### src/rtl/ram_port_arbiter.sv
// ram_port_arbiter: three independent requester ports (L, M, R) sharing a
// three-port RAM cell matrix. Each port runs an IDLE/ISSUE/ACK sequencer;
// same-address accesses involving a write are serialised round-robin.
// Optional feature macro: ARB_CONFLICT_CNT_EN adds a saturating 16-bit
// count of deferred grants on output conflict_cnt.
module ram_port_arbiter #(
  parameter int N             = 16,
  parameter int no_addr_lines = 4,
  parameter int wordsize      = 8
) (
  input  logic                     clk,
  input  logic                     rst_n,
  // left requester / matrix side
  input  logic                     L_req,
  input  logic                     L_we,
  input  logic [no_addr_lines-1:0] L_addr,
  input  logic [wordsize-1:0]      L_wdata,
  output logic                     L_ack,
  output logic [wordsize-1:0]      L_rdata,
  output logic [no_addr_lines-1:0] L_address,
  output logic                     L_write,
  output logic [wordsize-1:0]      L_Data_Bit_Line,
  input  logic [wordsize-1:0]      L_Data_Bit_Line_read,
  // middle requester / matrix side
  input  logic                     M_req,
  input  logic                     M_we,
  input  logic [no_addr_lines-1:0] M_addr,
  input  logic [wordsize-1:0]      M_wdata,
  output logic                     M_ack,
  output logic [wordsize-1:0]      M_rdata,
  output logic [no_addr_lines-1:0] M_address,
  output logic                     M_write,
  output logic [wordsize-1:0]      M_Data_Bit_Line,
  input  logic [wordsize-1:0]      M_Data_Bit_Line_read,
  // right requester / matrix side
  input  logic                     R_req,
  input  logic                     R_we,
  input  logic [no_addr_lines-1:0] R_addr,
  input  logic [wordsize-1:0]      R_wdata,
  output logic                     R_ack,
  output logic [wordsize-1:0]      R_rdata,
  output logic [no_addr_lines-1:0] R_address,
  output logic                     R_write,
  output logic [wordsize-1:0]      R_Data_Bit_Line,
  input  logic [wordsize-1:0]      R_Data_Bit_Line_read
`ifdef ARB_CONFLICT_CNT_EN
  ,
  output logic [15:0]              conflict_cnt
`endif
);

  // The matrix depth must match the address width.
  if (N != (1 << no_addr_lines)) begin : g_bad_depth
    $error("ram_port_arbiter: N must equal 2**no_addr_lines");
  end

  typedef enum logic [1:0] {IDLE, ISSUE, ACK} state_t;

  // Port index 0 = L, 1 = M, 2 = R.
  localparam logic [1:0] PORT_L = 2'd0;

  logic [2:0]               req;
  logic [2:0]               we;
  logic [no_addr_lines-1:0] addr    [3];
  logic [wordsize-1:0]      wdata   [3];
  logic [wordsize-1:0]      rdline  [3];

  state_t                   st      [3];
  logic [no_addr_lines-1:0] address_q [3];
  logic [wordsize-1:0]      dbl_q   [3];
  logic [2:0]               write_q;
  logic [2:0]               ack_q;
  logic [wordsize-1:0]      rdata_q [3];

  logic [1:0] rr;
  logic [2:0] elig;
  logic [2:0] cf;
  logic [2:0] grant;
  logic [1:0] win;
  logic [1:0] idx;
  logic       found;

  // Step a port index forward by k positions in L->M->R->L order.
  function automatic logic [1:0] rr_add(input logic [1:0] base, input logic [1:0] k);
    logic [2:0] s;
    s = {1'b0, base} + {1'b0, k};
    if (s >= 3'd3) s = s - 3'd3;
    return s[1:0];
  endfunction

  assign req       = {R_req, M_req, L_req};
  assign we        = {R_we, M_we, L_we};
  assign addr[0]   = L_addr;
  assign addr[1]   = M_addr;
  assign addr[2]   = R_addr;
  assign wdata[0]  = L_wdata;
  assign wdata[1]  = M_wdata;
  assign wdata[2]  = R_wdata;
  assign rdline[0] = L_Data_Bit_Line_read;
  assign rdline[1] = M_Data_Bit_Line_read;
  assign rdline[2] = R_Data_Bit_Line_read;

  assign L_ack           = ack_q[0];
  assign M_ack           = ack_q[1];
  assign R_ack           = ack_q[2];
  assign L_rdata         = rdata_q[0];
  assign M_rdata         = rdata_q[1];
  assign R_rdata         = rdata_q[2];
  assign L_address       = address_q[0];
  assign M_address       = address_q[1];
  assign R_address       = address_q[2];
  assign L_write         = write_q[0];
  assign M_write         = write_q[1];
  assign R_write         = write_q[2];
  assign L_Data_Bit_Line = dbl_q[0];
  assign M_Data_Bit_Line = dbl_q[1];
  assign R_Data_Bit_Line = dbl_q[2];

  // Arbitration: grant every conflict-free eligible port, plus one
  // round-robin winner out of the ports that collide. Colliding ports
  // always share one address, so there is at most one conflicting set.
  always_comb begin
    elig  = '0;
    cf    = '0;
    grant = '0;
    win   = PORT_L;
    idx   = PORT_L;
    found = 1'b0;
    for (int i = 0; i < 3; i++) begin
      elig[i] = req[i] && (st[i] == IDLE);
    end
    for (int i = 0; i < 3; i++) begin
      for (int j = i + 1; j < 3; j++) begin
        if (elig[i] && elig[j] && (addr[i] == addr[j]) && (we[i] || we[j])) begin
          cf[i] = 1'b1;
          cf[j] = 1'b1;
        end
      end
    end
    for (int k = 0; k < 3; k++) begin
      idx = rr_add(rr, 2'(k));
      if (!found && cf[idx]) begin
        win   = idx;
        found = 1'b1;
      end
    end
    grant = elig & ~cf;
    if (found) grant[win] = 1'b1;
  end

  // Per-port sequencers and the round-robin pointer; reset aborts any
  // in-flight access and drops the write strobes immediately.
  always_ff @(posedge clk or negedge rst_n) begin
    if (!rst_n) begin
      rr      <= PORT_L;
      write_q <= '0;
      ack_q   <= '0;
      for (int i = 0; i < 3; i++) begin
        st[i]        <= IDLE;
        address_q[i] <= '0;
        dbl_q[i]     <= '0;
        rdata_q[i]   <= '0;
      end
    end else begin
      if (found) rr <= rr_add(win, 2'd1);
      for (int i = 0; i < 3; i++) begin
        case (st[i])
          IDLE: begin
            ack_q[i] <= 1'b0;
            if (grant[i]) begin
              address_q[i] <= addr[i];
              dbl_q[i]     <= wdata[i];
              write_q[i]   <= we[i];
              st[i]        <= ISSUE;
            end
          end
          ISSUE: begin
            write_q[i] <= 1'b0;
            ack_q[i]   <= 1'b1;
            if (!write_q[i]) rdata_q[i] <= rdline[i];
            st[i]      <= ACK;
          end
          ACK: begin
            ack_q[i] <= 1'b0;
            st[i]    <= IDLE;
          end
          default: begin
            write_q[i] <= 1'b0;
            ack_q[i]   <= 1'b0;
            st[i]      <= IDLE;
          end
        endcase
      end
    end
  end

`ifdef ARB_CONFLICT_CNT_EN
  logic [1:0] deferred;

  // Add without wrapping: stick at all-ones once the count overflows.
  function automatic logic [15:0] sat_add(input logic [15:0] c, input logic [1:0] d);
    logic [16:0] s;
    s = {1'b0, c} + {15'd0, d};
    return s[16] ? 16'hFFFF : s[15:0];
  endfunction

  // Ports deferred this cycle = size of the conflicting set minus the winner.
  always_comb begin
    deferred = 2'd0;
    if (found) deferred = 2'(cf[0]) + 2'(cf[1]) + 2'(cf[2]) - 2'd1;
  end

  // Saturating tally of deferred grants.
  always_ff @(posedge clk or negedge rst_n) begin
    if (!rst_n) conflict_cnt <= '0;
    else if (found) conflict_cnt <= sat_add(conflict_cnt, deferred);
  end
`endif

endmodule

### config.mk
export PLATFORM = sky130hd
export DESIGN_NAME = ram_port_arbiter
export DESIGN_NICKNAME = d
export VERILOG_FILES = /design/src/rtl/ram_port_arbiter.sv
export SDC_FILE = /design/constraint.sdc
export NUM_CORES = 1
export LEC_CHECK = 0
export CELL_PAD_IN_SITES_DETAIL_PLACEMENT = 1
export CELL_PAD_IN_SITES_GLOBAL_PLACEMENT = 2
export CORE_MARGIN = 2
export CORE_UTILIZATION = 28
export DETAILED_ROUTE_END_ITERATION = 16
export PLACE_DENSITY_LB_ADDON = 0.1
export SETUP_SLACK_MARGIN = 0.05
export SYNTH_ARGS = -nofsm -noshare
export SYNTH_HDL_FRONTEND = slang
export SYNTH_SLANG_ARGS = --single-unit
### constraint.sdc
create_clock -name clk -period 3.55 [get_ports clk]
set_input_delay 0.71 -clock clk [delete_from_list [all_inputs] [get_ports clk]]
set_output_delay 0.71 -clock clk [all_outputs]
set_load 0.03 [all_outputs]
==> results.json <==
{
  "status": "completed",
  "clock_tree.buffer_depth": 2,
  "end_kind": "flip-flop",
  "path_clk_slew_ns": 0.06,
  "ys_ff_latch": 74,
  "layout_min_cycle_time_ns": 3.38,
  "dr_total_vias": 2490,
  "syn_area_per_cell_um2": 14.7,
  "cp_max_fo": 7,
  "antenna_left": 0,
  "grt_pass1_wl_mm": 14.4,
  "yosys_warnings": 0,
  "dp_hpwl_mm": 6.35,
  "grt-ovfl-total": 0,
  "fin_nets": 470,
  "drc_errors": 0,
  "antenna_found_initial": 0,
  "layout-drive-gt1-share_pct": 31.8,
  "crit_end": "R_Data_Bit_Line[3]$_DFFE_PN0P_",
  "fin_ws_ns": 0.175,
  "pin_count": 134,
  "cp.required_ns": 3.76,
  "relSlewSlack_pct": 36.1,
  "min_path_type": "reg2reg",
  "ff2ff_setup_slack_ns": 0.32,
  "dp.cells": 525,
  "diodes": 0,
  "tritoncts": "done",
  "wire_per_inst_um": 16.3,
  "htreeDepth": 3,
  "synth_edf_count": 0,
  "final-hold-violation-count": 0,
  "startpoint": "L_we",
  "synth_cells": 228,
  "syn_area_um2": 3350,
  "start_kind": "input port",
  "r2r_start": "st[2]$_DFFE_PN0P_",
  "vias_per_cell": 4.57,
  "mostFrequentLayoutCell": "clkdlybuf4s50_1",
  "r2r-end": "R_Data_Bit_Line[3]$_DFFE_PN0P_",
  "clock_latency_ns": 0.33,
  "drv_slew": 0,
  "ys_seq_area_share_pct": 55.3,
  "fin_crit_sh_pct": 95.1,
  "grt_usage_pct": 14.5,
  "cts_sinks": 74,
  "ir_worst_vdd_uv": 423,
  "std_cell_rows": 39,
  "grt_pass1_vias": 2802,
  "worst_slew_pin_slew_ns": 0.959,
  "gp_congestion": 0.783,
  "max_freq_mhz": 296,
  "place_area_um2": 5050,
  "cap_violations": 0,
  "whs_path_depth": 1,
  "die_h_um": 113,
  "wl_mm": 8.89,
  "r2r_cells": 12,
  "total_power_uw": 3920,
  "async_flop_share_pct": 100,
  "dr.pass1.iters": 4,
  "io_buffers": 133,
  "cts_buffers": 9,
  "grt_max_degree": 75,
  "drt_iter0_markers": 62,
  "dieArea_um2": 12900,
  "synth_cell_types": 40,
  "fp.dieW_um": 113,
  "core_area_um2": 11600,
  "synthFlopType": "dfrtp_1",
  "stdcell_area_um2": 5540,
  "cp.arrival_ns": 3.59,
  "start_util_pct": 29.0,
  "syn_to_final_growth_pct": 65.4,
  "final_cells": 545,
  "fin_util_pct": 47.9,
  "clock-root-buffer": "clkbuf_16",
  "nFillCells": 1214,
  "power_density_nw_per_um2": 708,
  "setup_violations": 0,
  "place_worst_setup_slack_ns": -0.488,
  "final_cell_mix": "clkdlybuf4s50_1, dfrtp_1, mux2_2",
  "power.leakage_uw": 0.00249,
  "cts-hold-fix-buffers": 0,
  "syn_nets": 301,
  "crit_type": "in2reg",
  "skew_ns": 0.00332
}
[layout make-up]
type                            count  area (µm²)  area share (%)
Sequential cell                    74        1850            33.4
Timing Repair Buffer              164        1660            30.0
Multi-Input combinational cell    134        1490            26.9
Clock buffer                       15         298            5.37
Tap cell                          143         179            3.23
Inverter                           14        52.6           0.948
Clock inverter                      1        5.00          0.0903
[how the worst min path moves through the flow]
stage	from	end
finish	st[1]$_DFFE_PN0P_	st[1]$_DFFE_PN0P_
global route	M_rdata[6]$_DFFE_PN0P_	M_rdata[6]$_DFFE_PN0P_
CTS	st[1]$_DFFE_PN0P_	st[1]$_DFFE_PN0P_
detailed placement	st[1]$_DFFE_PN0P_	st[1]$_DFFE_PN0P_
global placement	st[1]$_DFFE_PN0P_	st[1]$_DFFE_PN0P_
floorplan	rst_n	L_Data_Bit_Line[0]$_DFFE_PN0P_
[stage by stage]
step / TNS, ns / hold slack [ns]
after detailed placement: -16.42 / 0.485
after CTS: 0 / 0.494
after floorplan: 0 / 0.414
final: 0 / 0.488
after global placement: -13.64 / 0.478
after global routing: -0.00286 / 0.518
[report_power, final]
group | internal [µW] | switching [µW] | leakage, µW
clock | 568 | 333 | 0.000152
sequential | 1130 | 154 | 0.000879
combinational | 865 | 876 | 0.00146
total | 2560 | 1360 | 0.00249
[layer usage]
metal	up-vias	share of wire, %	global-route usage, %
met1	1234	43	17.2
li1	1154	-	-
met3	12	7.2	5.37
met2	90	48	23.1
met5	-	0	0
met4	0	1.8	6.99
[registers in the layout, summed over array words and instances, names as in the netlist]
register,cells
L_Data_Bit_Line,8
L_rdata,8
M_Data_Bit_Line,8
M_rdata,8
R_Data_Bit_Line,8
R_rdata,8
st,6
L_address,4
M_address,4
R_address,4
ack_q,3
write_q,3
rr,2
[worst max-delay path, cell delays in order]
cell and delay, ns:
clkdlybuf4s50_1 0.49, inv_1 0.10, a2111oi_4 0.29, buf_4 0.16
and4_4 0.24, nor2_4 0.05, o32a_1 0.38, ha_2 0.19
nor4b_1 0.13, buf_4 0.15, a21oi_4 0.20, buf_12 0.16
mux2_2 0.33
[kinds of logic (layout without fill, tap and decap cells)]
group	Yosys count	count (layout)	synth area share, %
adders and majority gates	5	5	1.87
xor gates and xnor gates	12	12	3.14
and+or+nand+nor	38	38	7.55
AOI/OAI and AO/OA	17	17	5.75
DFF	74	74	55.3
muxes	62	62	23.5
buffers and inverters	20	194	2.91
[repair_timing]
action | 4_1_cts | 5_1_grt
resized for setup | 6 | 24
pin swaps | 2 | 10
endpoints found under the setup margin | 37 | 39
buffers inserted | 0 | 2
gates cloned | 0 | 2
[synth_stat cells, drive strengths merged, types with 2 or more instances]
master   instances  share of area, %
or3              2              0.37
nor2b            7               1.3
nor3             3              0.45
o22ai            2              0.37
xnor2            7               1.8
a311o            2              0.60
buf              3               1.0
dfrtp           74                55
nand3            2              0.30
a21oi            4               1.6
and4             3              0.78
nor2             3              0.34
nand2            2              0.22
nor3b            3              0.82
nand4            2              0.37
and2             3              0.56
inv             14               1.6
xor2             5               1.3
clkbuf           3              0.34
nor4b            3              0.78
mux2            61                23
ha               5               1.9
a2111oi          2               1.1
No activity file was read; power rests on OpenSTA's default activity.
